==> src/rtl/arb_pkg.sv <==
// Shared definitions for the two-port memory arbiter: FSM state encoding,
// default watchdog limit and watchdog counter width.
package arb_pkg;

    localparam int ARB_TIMEOUT_DEF = 15;
    localparam int ARB_WDOG_W      = 8;

    typedef enum logic [1:0] {
        IDLE    = 2'd0,
        IF_WAIT = 2'd1,
        DM_WAIT = 2'd2
    } arb_state_t;

endpackage

==> src/rtl/arb_wdog.sv <==
// Watchdog for the arbiter WAIT states: down-counter reloaded on clear,
// expire is the terminal count seen while enabled.
module arb_wdog
    import arb_pkg::*;
#(
    parameter int TIMEOUT = ARB_TIMEOUT_DEF
) (
    input  logic clk_i,
    input  logic rst_i,
    input  logic en_i,
    input  logic clr_i,
    output logic expire_o
);

    logic [ARB_WDOG_W-1:0] cnt;

    // Loaded with TIMEOUT-1 so the terminal count lands on the TIMEOUT-th enabled cycle.
    always_ff @(posedge clk_i) begin
        if (rst_i) begin
            cnt <= '0;
        end else if (clr_i) begin
            cnt <= ARB_WDOG_W'(TIMEOUT - 1);
        end else if (en_i && (cnt != '0)) begin
            cnt <= cnt - 1'b1;
        end
    end

    assign expire_o = en_i && !clr_i && (cnt == '0);

endmodule

==> src/rtl/mem_port_arbiter.sv <==
// Arbitrates a fetch port and a data port onto one memory port; data wins.
// Define ARB_TIMEOUT_EN to add a watchdog that aborts unacknowledged accesses.
module mem_port_arbiter
    import arb_pkg::*;
#(
    parameter int ADDR_W  = 32,
    parameter int DATA_W  = 32,
    parameter int TIMEOUT = ARB_TIMEOUT_DEF
) (
    input  logic              clk_i,
    input  logic              rst_i,
    input  logic              if_req_i,
    input  logic [ADDR_W-1:0] if_addr_i,
    output logic [DATA_W-1:0] if_rdata_o,
    output logic              if_done_o,
    input  logic              dm_req_i,
    input  logic              dm_we_i,
    input  logic [ADDR_W-1:0] dm_addr_i,
    input  logic [DATA_W-1:0] dm_wdata_i,
    output logic [DATA_W-1:0] dm_rdata_o,
    output logic              dm_done_o,
    output logic              mem_req_o,
    output logic              mem_we_o,
    output logic [ADDR_W-1:0] mem_addr_o,
    output logic [DATA_W-1:0] mem_wdata_o,
    input  logic              mem_ack_i,
    input  logic [DATA_W-1:0] mem_rdata_i,
    output logic              if_stall_o,
    output logic              dm_stall_o,
    output logic              err_o
);

    arb_state_t state;
    logic       wd_expire;

`ifdef ARB_TIMEOUT_EN
    logic err_q;

    arb_wdog #(.TIMEOUT(TIMEOUT)) u_wdog (
        .clk_i    (clk_i),
        .rst_i    (rst_i),
        .en_i     (state != IDLE),
        .clr_i    (state == IDLE),
        .expire_o (wd_expire)
    );

    // An ack in the expiring cycle is a normal completion.
    always_ff @(posedge clk_i) begin
        if (rst_i) begin
            err_q <= 1'b0;
        end else begin
            err_q <= (state != IDLE) && !mem_ack_i && wd_expire;
        end
    end

    assign err_o = err_q;
`else
    logic unused_timeout;

    assign wd_expire      = 1'b0;
    assign unused_timeout = ^TIMEOUT;
    assign err_o          = 1'b0;
`endif

    always_ff @(posedge clk_i) begin
        if (rst_i) begin
            state       <= IDLE;
            mem_req_o   <= 1'b0;
            mem_we_o    <= 1'b0;
            mem_addr_o  <= '0;
            mem_wdata_o <= '0;
            if_done_o   <= 1'b0;
            dm_done_o   <= 1'b0;
            if_rdata_o  <= '0;
            dm_rdata_o  <= '0;
        end else begin
            if_done_o <= 1'b0;
            dm_done_o <= 1'b0;
            case (state)
                IDLE: begin
                    // A port whose done is high this cycle is not eligible.
                    if (dm_req_i && !dm_done_o) begin
                        state       <= DM_WAIT;
                        mem_req_o   <= 1'b1;
                        mem_we_o    <= dm_we_i;
                        mem_addr_o  <= dm_addr_i;
                        mem_wdata_o <= dm_wdata_i;
                    end else if (if_req_i && !if_done_o) begin
                        state       <= IF_WAIT;
                        mem_req_o   <= 1'b1;
                        mem_we_o    <= 1'b0;
                        mem_addr_o  <= if_addr_i;
                        mem_wdata_o <= '0;
                    end
                end
                IF_WAIT: begin
                    if (mem_ack_i) begin
                        state      <= IDLE;
                        mem_req_o  <= 1'b0;
                        if_done_o  <= 1'b1;
                        if_rdata_o <= mem_rdata_i;
                    end else if (wd_expire) begin
                        state     <= IDLE;
                        mem_req_o <= 1'b0;
                        if_done_o <= 1'b1;
                    end
                end
                DM_WAIT: begin
                    if (mem_ack_i) begin
                        state     <= IDLE;
                        mem_req_o <= 1'b0;
                        dm_done_o <= 1'b1;
                        if (!mem_we_o) begin
                            dm_rdata_o <= mem_rdata_i;
                        end
                    end else if (wd_expire) begin
                        state     <= IDLE;
                        mem_req_o <= 1'b0;
                        dm_done_o <= 1'b1;
                    end
                end
                default: begin
                    state     <= IDLE;
                    mem_req_o <= 1'b0;
                end
            endcase
        end
    end

    assign if_stall_o = if_req_i && !if_done_o;
    assign dm_stall_o = dm_req_i && !dm_done_o;

endmodule

==> config.mk <==
export PLATFORM = sky130hd
export DESIGN_NAME = mem_port_arbiter
export DESIGN_NICKNAME = d
export VERILOG_FILES = /design/src/rtl/arb_pkg.sv /design/src/rtl/arb_wdog.sv /design/src/rtl/mem_port_arbiter.sv
export SDC_FILE = /design/constraint.sdc
export NUM_CORES = 1
export LEC_CHECK = 0
export CORE_AREA = 3 3 104 106
export CTS_CLUSTER_SIZE = 14
export DETAILED_ROUTE_END_ITERATION = 16
export DIE_AREA = 0 0 107 109
export DONT_BUFFER_PORTS = 1
export PLACE_DENSITY = 0.67
export SLEW_MARGIN = 15
export SYNTH_ARGS = -nofsm -noshare
export SYNTH_HDL_FRONTEND = slang
export SYNTH_SLANG_ARGS = --single-unit
==> constraint.sdc <==
create_clock -name clk_i -period 2.01 [get_ports clk_i]
set_clock_uncertainty 0.2 [all_clocks]
set_input_delay 0.402 -clock clk_i [delete_from_list [all_inputs] [get_ports clk_i]]
set_output_delay 0.402 -clock clk_i [all_outputs]
set_load 0.01 [all_outputs]
==> results of run 1 <==
[worst max-delay path: cells and delay by family (launching register included)]
family / cells / cell delay [ps]
simple gates: 2 / 240
flops: 1 / 330
buf+inv: 3 / 790
compound gates: 1 / 130
fa+ha+maj: 1 / 190
[how the worst max path moves through the flow]
stage | end | slack, ps | depth (start not counted)
6_report | if_rdata_o[26] | 60 | 7
5_1_grt | if_rdata_o[26] | -50 | 7
4_1_cts | if_rdata_o[21] | 10 | 7
3_5_place_dp | mem_addr_o[0] | 190 | 4
3_3_place_gp | mem_addr_o[0] | 210 | 4
2_1_floorplan | mem_wdata_o[10] | 280 | 7
[power by group]
part	switching, mW	total (mW)	internal (mW)
clock	1.12	3.61	2.49
sequential	0.253	3.12	2.87
combinational	0.436	0.786	0.350
total	1.81	7.52	5.71
[logic make-up (layout without fill, tap and decap cells)]
group,count (synthesis),after routing,share of synthesized area
other,1,1,0.000711
buffers and inverters,84,123,0.0802
muxes,32,32,0.0607
AOI/OAI and AO/OA,139,139,0.233
and+or+nand+nor,143,143,0.110
adders and majority gates,3,3,0.00711
DFF,134,134,0.508
[cell type report]
| cell class | instances | area share |
|---|---|---|
| well taps | 133 | 0.0257 |
| multi-input cells | 318 | 0.339 |
| clock inverters | 11 | 0.0375 |
| inverters | 37 | 0.0218 |
| clock buffers | 20 | 0.0703 |
| flip-flops and latches | 134 | 0.414 |
| repair buffers | 55 | 0.0913 |
[placed cells by master (no fill, tap or decap), types with 2 or more instances in the layout]
cell,Yosys,final
a21oi_2,0,3
a32o_1,33,33
o32ai_2,30,30
nor2b_1,2,2
clkinvlp_4,0,2
o32ai_1,2,2
bufinv_16,0,7
a21oi_1,68,65
mux2i_1,32,32
and2_4,1,2
nand2_1,130,129
ha_1,3,2
buf_12,0,4
inv_6,0,2
buf_4,7,6
dfxtp_2,0,2
clkbuf_8,0,4
dlygate4sd3_1,0,43
inv_1,35,35
dfxtp_1,134,132
o21ai_0,2,2
clkbuf_16,0,17
[through the flow]
step	std cells	setup slack (ps)	utilization	total power, mW	setup TNS, ps
global placement	632	213	0.537	3.85	0
finish	708	59.6	0.657	7.52	0
floorplan	536	277	-	3.78	0
detailed placement	632	194	0.537	3.88	0
global route	708	-46.4	0.657	7.78	-46.4
CTS	706	12.2	0.651	7.56	0
[registers in the layout (all words and copies together), names as in the netlist]
signal	count
mem_wdata_o	32
dm_rdata_o	32
if_done_o	1
mem_addr_o	32
dm_done_o	1
state	2
if_rdata_o	32
mem_we_o	1
mem_req_o	1
[Yosys cell counts]
master and number:
dfxtp_1 134, nand2_1 130, a21oi_1 68, inv_1 35, a32o_1 33, mux2i_1 32
o32ai_2 30, buf_2 15, clkbuf_1 11, buf_6 8, buf_4 7, buf_1 6
ha_1 3, nor2b_1 2, o21ai_0 2, o21ai_2 2, o32ai_1 2, a2bb2oi_1 1
and2_1 1, and2_4 1, and2b_4 1, and3_1 1, and3b_1 1, conb_1 1
inv_2 1, inv_4 1, nand2b_1 1, nand2b_4 1, nand3_1 1, nand3b_1 1
nor2_1 1, nor3_1 1, o21a_4 1
[what timing repair did]
item | CTS | global route
endpoints found under the setup margin | 0 | 9
setup buffers | 0 | 1
endpoints found under the hold margin | 134 | 91
hold buffers | 43 | 1
gates resized for setup | 0 | 10
[layer usage]
layer,share of wire,GRT usage
met3,0.12,0.107
met5,0,0
met4,0.018,0.101
met2,0.52,0.408
met1,0.35,0.233
==> results_dict.tcl, run 1 <==
set metrics [dict create \
    ys_seq_area_frac 0.508 \
    holdWs_ps -217 \
    worstSkewPairLatency_ps 510 \
    synth_warnings 0 \
    status "finished with violations" \
    synth_top_area_cell "dfxtp_1" \
    syn_to_final_growth_pct 22.8 \
    cp.required_ps 2260 \
    grt.total_usage 0.230 \
    detail-route-antenna-nets 0 \
    cp_cell_sequence "inv_1 > ha_2 > and2_4 > buf_12 > nand2_1 > a21oi_1 > dlygate4sd3_1" \
    cpMaxStageDelayCell "dlygate4sd3_1" \
    h-tree-depth 4 \
    die_w_um 107 \
    rr_startpoint "state[1]" \
    hold_depth 1 \
    cts.sinks 134 \
    tightest_slew_ps 585 \
    worstHoldStart "rst_i" \
    worst_hold_path.endpoint "state[1]" \
    root_buffer "clkbuf_8" \
    drt_iter0_markers 325 \
    chipHeight_um 109 \
    dp.final_hpwl_um 9220 \
    overflow 0 \
    fp-row-count 36 \
    drv_slew 0 \
    port_buffers 0 \
    first_pass_iters 5 \
    postPlaceCellArea_um2 5290 \
    synthCells 536 \
    num-nets-final 700 \
    crit_type "register to register" \
    nFillCells 786 \
    finalCritPeriodShare 0.970 \
    antenna_found_initial 0 \
    final-hold-violation-count 90 \
    num_vias 4068 \
    clockBufferDepth 2 \
    ff2ff_path_depth 7 \
    viasPerCell 5.75 \
    min_period_ps 1950 \
    timing.fmax_ghz 0.513 \
    max-vdd-ir-drop_uv 574 \
    stdcell_area_um2 6480 \
    start_util 0.535 \
    startpoint_type "register" \
    ios 269 \
    syn-cell-area_um2 5280 \
    gp_congestion 0.710 \
    critical_path_peak_fanout 10 \
    grt_max_degree 102 \
    grt_first_pass_wirelength_um 20700 \
    relSlewSlack 0.609 \
    rrSetupSlack_ps 60 \
    setup-violations-final 0 \
    drc_errors 0 \
    slowest_delay_ps 580 \
    ys_ff_latch 134 \
    multi_input_area_um2 2200 \
    cts_buffers 17 \
    pwr_density_cell_nw_per_um2 1160 \
    violations "negative hold slack" \
    dieArea_um2 11700 \
    yosys.cell_types.count 33 \
    tritoncts "built" \
    power_leakage_nw 2.40 \
    yosys.area.top_type_share 0.508 \
    drive_above_1_share 0.155 \
    hold_path.class "primary input to register" \
    grt_pass1_vias 3993 \
    syn_area_per_cell_um2 9.84 \
    syn_nets 673 \
    routed_wl_um 14000 \
    clk_pin_slew_ps 60 \
    coreArea_um2 9860 \
    yosys-top-cells-area "dfxtp_1 51%, nand2_1 9.2%, o32ai_2 9.2%, a21oi_1 6.5%, a32o_1 6.3%" \
    end_kind "register" \
    diodes 0 \
    rr_endpoint "if_rdata_o[26]" \
    cp-startpoint "state[1]" \
    detail_route.wl_per_cell_um 19.8 \
    cap_violations 0 \
    seqCellArea_um2 2690 \
    cp.arrival_ps 2200 \
]
No activity file was read; power rests on OpenSTA's default activity.
==> run 2: changes to the inputs <==
--- a/config.mk
+++ b/config.mk
@@ -5,12 +5,14 @@
 export SDC_FILE = /design/constraint.sdc
 export NUM_CORES = 1
 export LEC_CHECK = 0
-export CORE_AREA = 3 3 104 106
+export CELL_PAD_IN_SITES_DETAIL_PLACEMENT = 1
+export CELL_PAD_IN_SITES_GLOBAL_PLACEMENT = 1
+export CORE_MARGIN = 3
+export CORE_UTILIZATION = 45
 export CTS_CLUSTER_SIZE = 14
 export DETAILED_ROUTE_END_ITERATION = 16
-export DIE_AREA = 0 0 107 109
 export DONT_BUFFER_PORTS = 1
-export PLACE_DENSITY = 0.67
+export PLACE_DENSITY_LB_ADDON = 0.1
 export SLEW_MARGIN = 15
 export SYNTH_ARGS = -nofsm -noshare
 export SYNTH_HDL_FRONTEND = slang
==> constraint.sdc (replaced) <==
create_clock -name clk_i -period 2 [get_ports clk_i]
set_clock_uncertainty 0.2 [all_clocks]
set_input_delay 0.4 -clock clk_i [delete_from_list [all_inputs] [get_ports clk_i]]
set_output_delay 0.4 -clock clk_i [all_outputs]
set_load 0.01 [all_outputs]
==> run 2 against run 1 <==
The run still ends with negative hold slack left. Via count grew 1.8%. Register-to-register slack gained 40 ps. Setup slack gained 38 ps. Utilization shrank 7.5 points. Non-clock buffer count grew 10. Wire length grew 16%. First-iteration DRC count shrank 20%.
==> results_dict.tcl, run 2 (synthesis gave the netlist of run 1 again) <==
set metrics [dict create \
    status "finished with violations" \
    violations "negative hold slack" \
    p_seq_frac 0.443 \
    viasPerCell 5.71 \
    relSlewSlack 0.599 \
    tightest_slew_ps 601 \
    cts.sinks 134 \
    syn_to_final_growth_pct 22.7 \
    final_cell_mix "132 x dfxtp_1, 130 x nand2_1, 68 x a21oi_1, 55 x dlygate4sd3_1, 35 x inv_1" \
    pwr_density_cell_nw_per_um2 1100 \
    ios 269 \
    rsz0062_at_grt "false" \
    crit_type "register to register" \
    overflow 0 \
    cp.arrival_ps 1990 \
    start_util 0.474 \
    drive_above_1_share 0.140 \
    routed_wl_um 16300 \
    rr_endpoint "if_done_o" \
    diodes 0 \
    timing.fmax_ghz 0.526 \
    p_sw_mw 1.89 \
    combPwrFrac 0.120 \
    crit_end "if_done_o" \
    coreArea_um2 11100 \
    pre_cts_ws_ps 174 \
    cap_violations 0 \
    rrSetupSlack_ps 100 \
    layout_commonest_cell "dfxtp_1" \
    gp_congestion 0.782 \
    max-vdd-ir-drop_uv 769 \
    cp-startpoint "state[1]" \
    power_leakage_nw 2.37 \
    drv_slew 0 \
    grt_pass1_vias 4313 \
    fp-row-count 38 \
    met1_usage 0.236 \
    clockPowerShare 0.437 \
    chipHeight_um 114 \
    final-hold-violation-count 64 \
    grt_first_pass_wirelength_um 23900 \
    worstSkewPairLatency_ps 410 \
    finalCritPeriodShare 0.951 \
    min_period_ps 1900 \
    cp.required_ps 2090 \
    clockBufferDepth 2 \
    detail-route-antenna-nets 0 \
    cp_cell_sequence "inv_1 > ha_1 > nand2_1 > buf_12 > nor2_1 > dlygate4sd3_1" \
    cts_buffers 17 \
    dieArea_um2 13100 \
    grt.total_usage 0.239 \
    busiest_layer "met2" \
    num-nets-final 710 \
    antenna_found_initial 0 \
    startpoint_type "register" \
    detail_route.wl_per_cell_um 22.4 \
    gr-usage-met2 0.441 \
    hold_path.class "primary input to register" \
    postPlaceCellArea_um2 5320 \
    setup_slack_ps 97.3 \
    port_buffers 0 \
    holdWs_ps -116 \
    cpMaxStageDelayCell "dlygate4sd3_1" \
    drt_iter0_markers 260 \
    setup-violations-final 0 \
    met3_usage 0.0999 \
    switching_share 0.266 \
    clk_pin_slew_ps 60 \
    dp.final_hpwl_um 9990 \
    slowest_delay_ps 560 \
    grt_max_degree 102 \
    end_kind "register" \
    root_buffer "clkbuf_16" \
    rr_startpoint "state[1]" \
    die_w_um 114 \
    nFillCells 1200 \
    fin_tns_setup_ps 0 \
    stdcell_area_um2 6480 \
    num_vias 4140 \
    tritoncts "built" \
    first_pass_iters 4 \
    drc_errors 0 \
    ff2ff_path_depth 6 \
    critical_path_peak_fanout 33 \
    power.internal_mw 5.21 \
    h-tree-depth 4 \
]
==> run 2: changes by cell type in the layout (fill, tap and decap cells not counted), sizes merged <==
cell and delta:
clkinv +7, buf -1, clkbuf -3, bufinv -4, clkinvlp +1, dlygate4sd3 +12
inv -2
==> run 2: how the worst min path moves through the flow <==
| stage | from | end | cells after the start |
|---|---|---|---|
| floorplan | mem_req_o | mem_req_o | 2 |
| detailed placement | if_rdata_o[12] | if_rdata_o[12] | 2 |
| finish | rst_i | dm_rdata_o[3] | 1 |
| CTS | rst_i | if_rdata_o[12] | 1 |
| global placement | if_rdata_o[12] | if_rdata_o[12] | 2 |
| global route | rst_i | dm_rdata_o[3] | 1 |
==> run 2: what timing repair did <==
action / 4_1_cts / 5_1_grt
setup endpoints to repair: 0 / 2
setup buffers: 0 / 0
hold endpoints to repair: 133 / 87
resized for setup: 0 / 5
hold buffers: 37 / 19
==> run 2: cell type report <==
type,count,area [um2],share of cell area
Clock buffer,18,429,0.0663
Multi-Input combinational cell,318,2200,0.339
Tap cell,140,175,0.0270
Inverter,37,141,0.0218
Clock inverter,13,159,0.0245
Sequential cell,134,2690,0.415
Timing Repair Buffer,65,688,0.106
==> run 2: stage by stage <==
stage / instances / total power [mW] / utilization
final: 725 / 7.09 / 0.582
after global routing: 725 / 7.40 / 0.582
after CTS: 707 / 7.09 / 0.564
after detailed placement: 639 / 3.93 / 0.478
after global placement: 639 / 3.89 / 0.478
after floorplan: 536 / 3.80 / -
==> run 2: layer usage <==
metal / routed length, um / vias to the layer above
li1: - / 1934
met3: 1580 / 20
met1: 5400 / 2003
met4: 284 / 0
met2: 8990 / 183
met5: 0 / -
==> run 2: critical path: cells and delay by family (launching register included) <==
family / cells / cell delay (ps)
AND/OR/NAND/NOR: 2 / 170
buffers and inverters: 3 / 850
adder cells (fa/ha/maj): 1 / 210
flip-flops: 1 / 350
==> run 2: power groups by stage <==
stage | combinational (mW) | sequential (mW) | clock [mW]
final | 0.855 | 3.14 | 3.10
after global placement | 0.695 | 3.19 | 0
after detailed placement | 0.727 | 3.20 | 0
after global routing | 0.939 | 3.17 | 3.29
after floorplan | 0.671 | 3.13 | 0
after CTS | 0.797 | 3.14 | 3.15
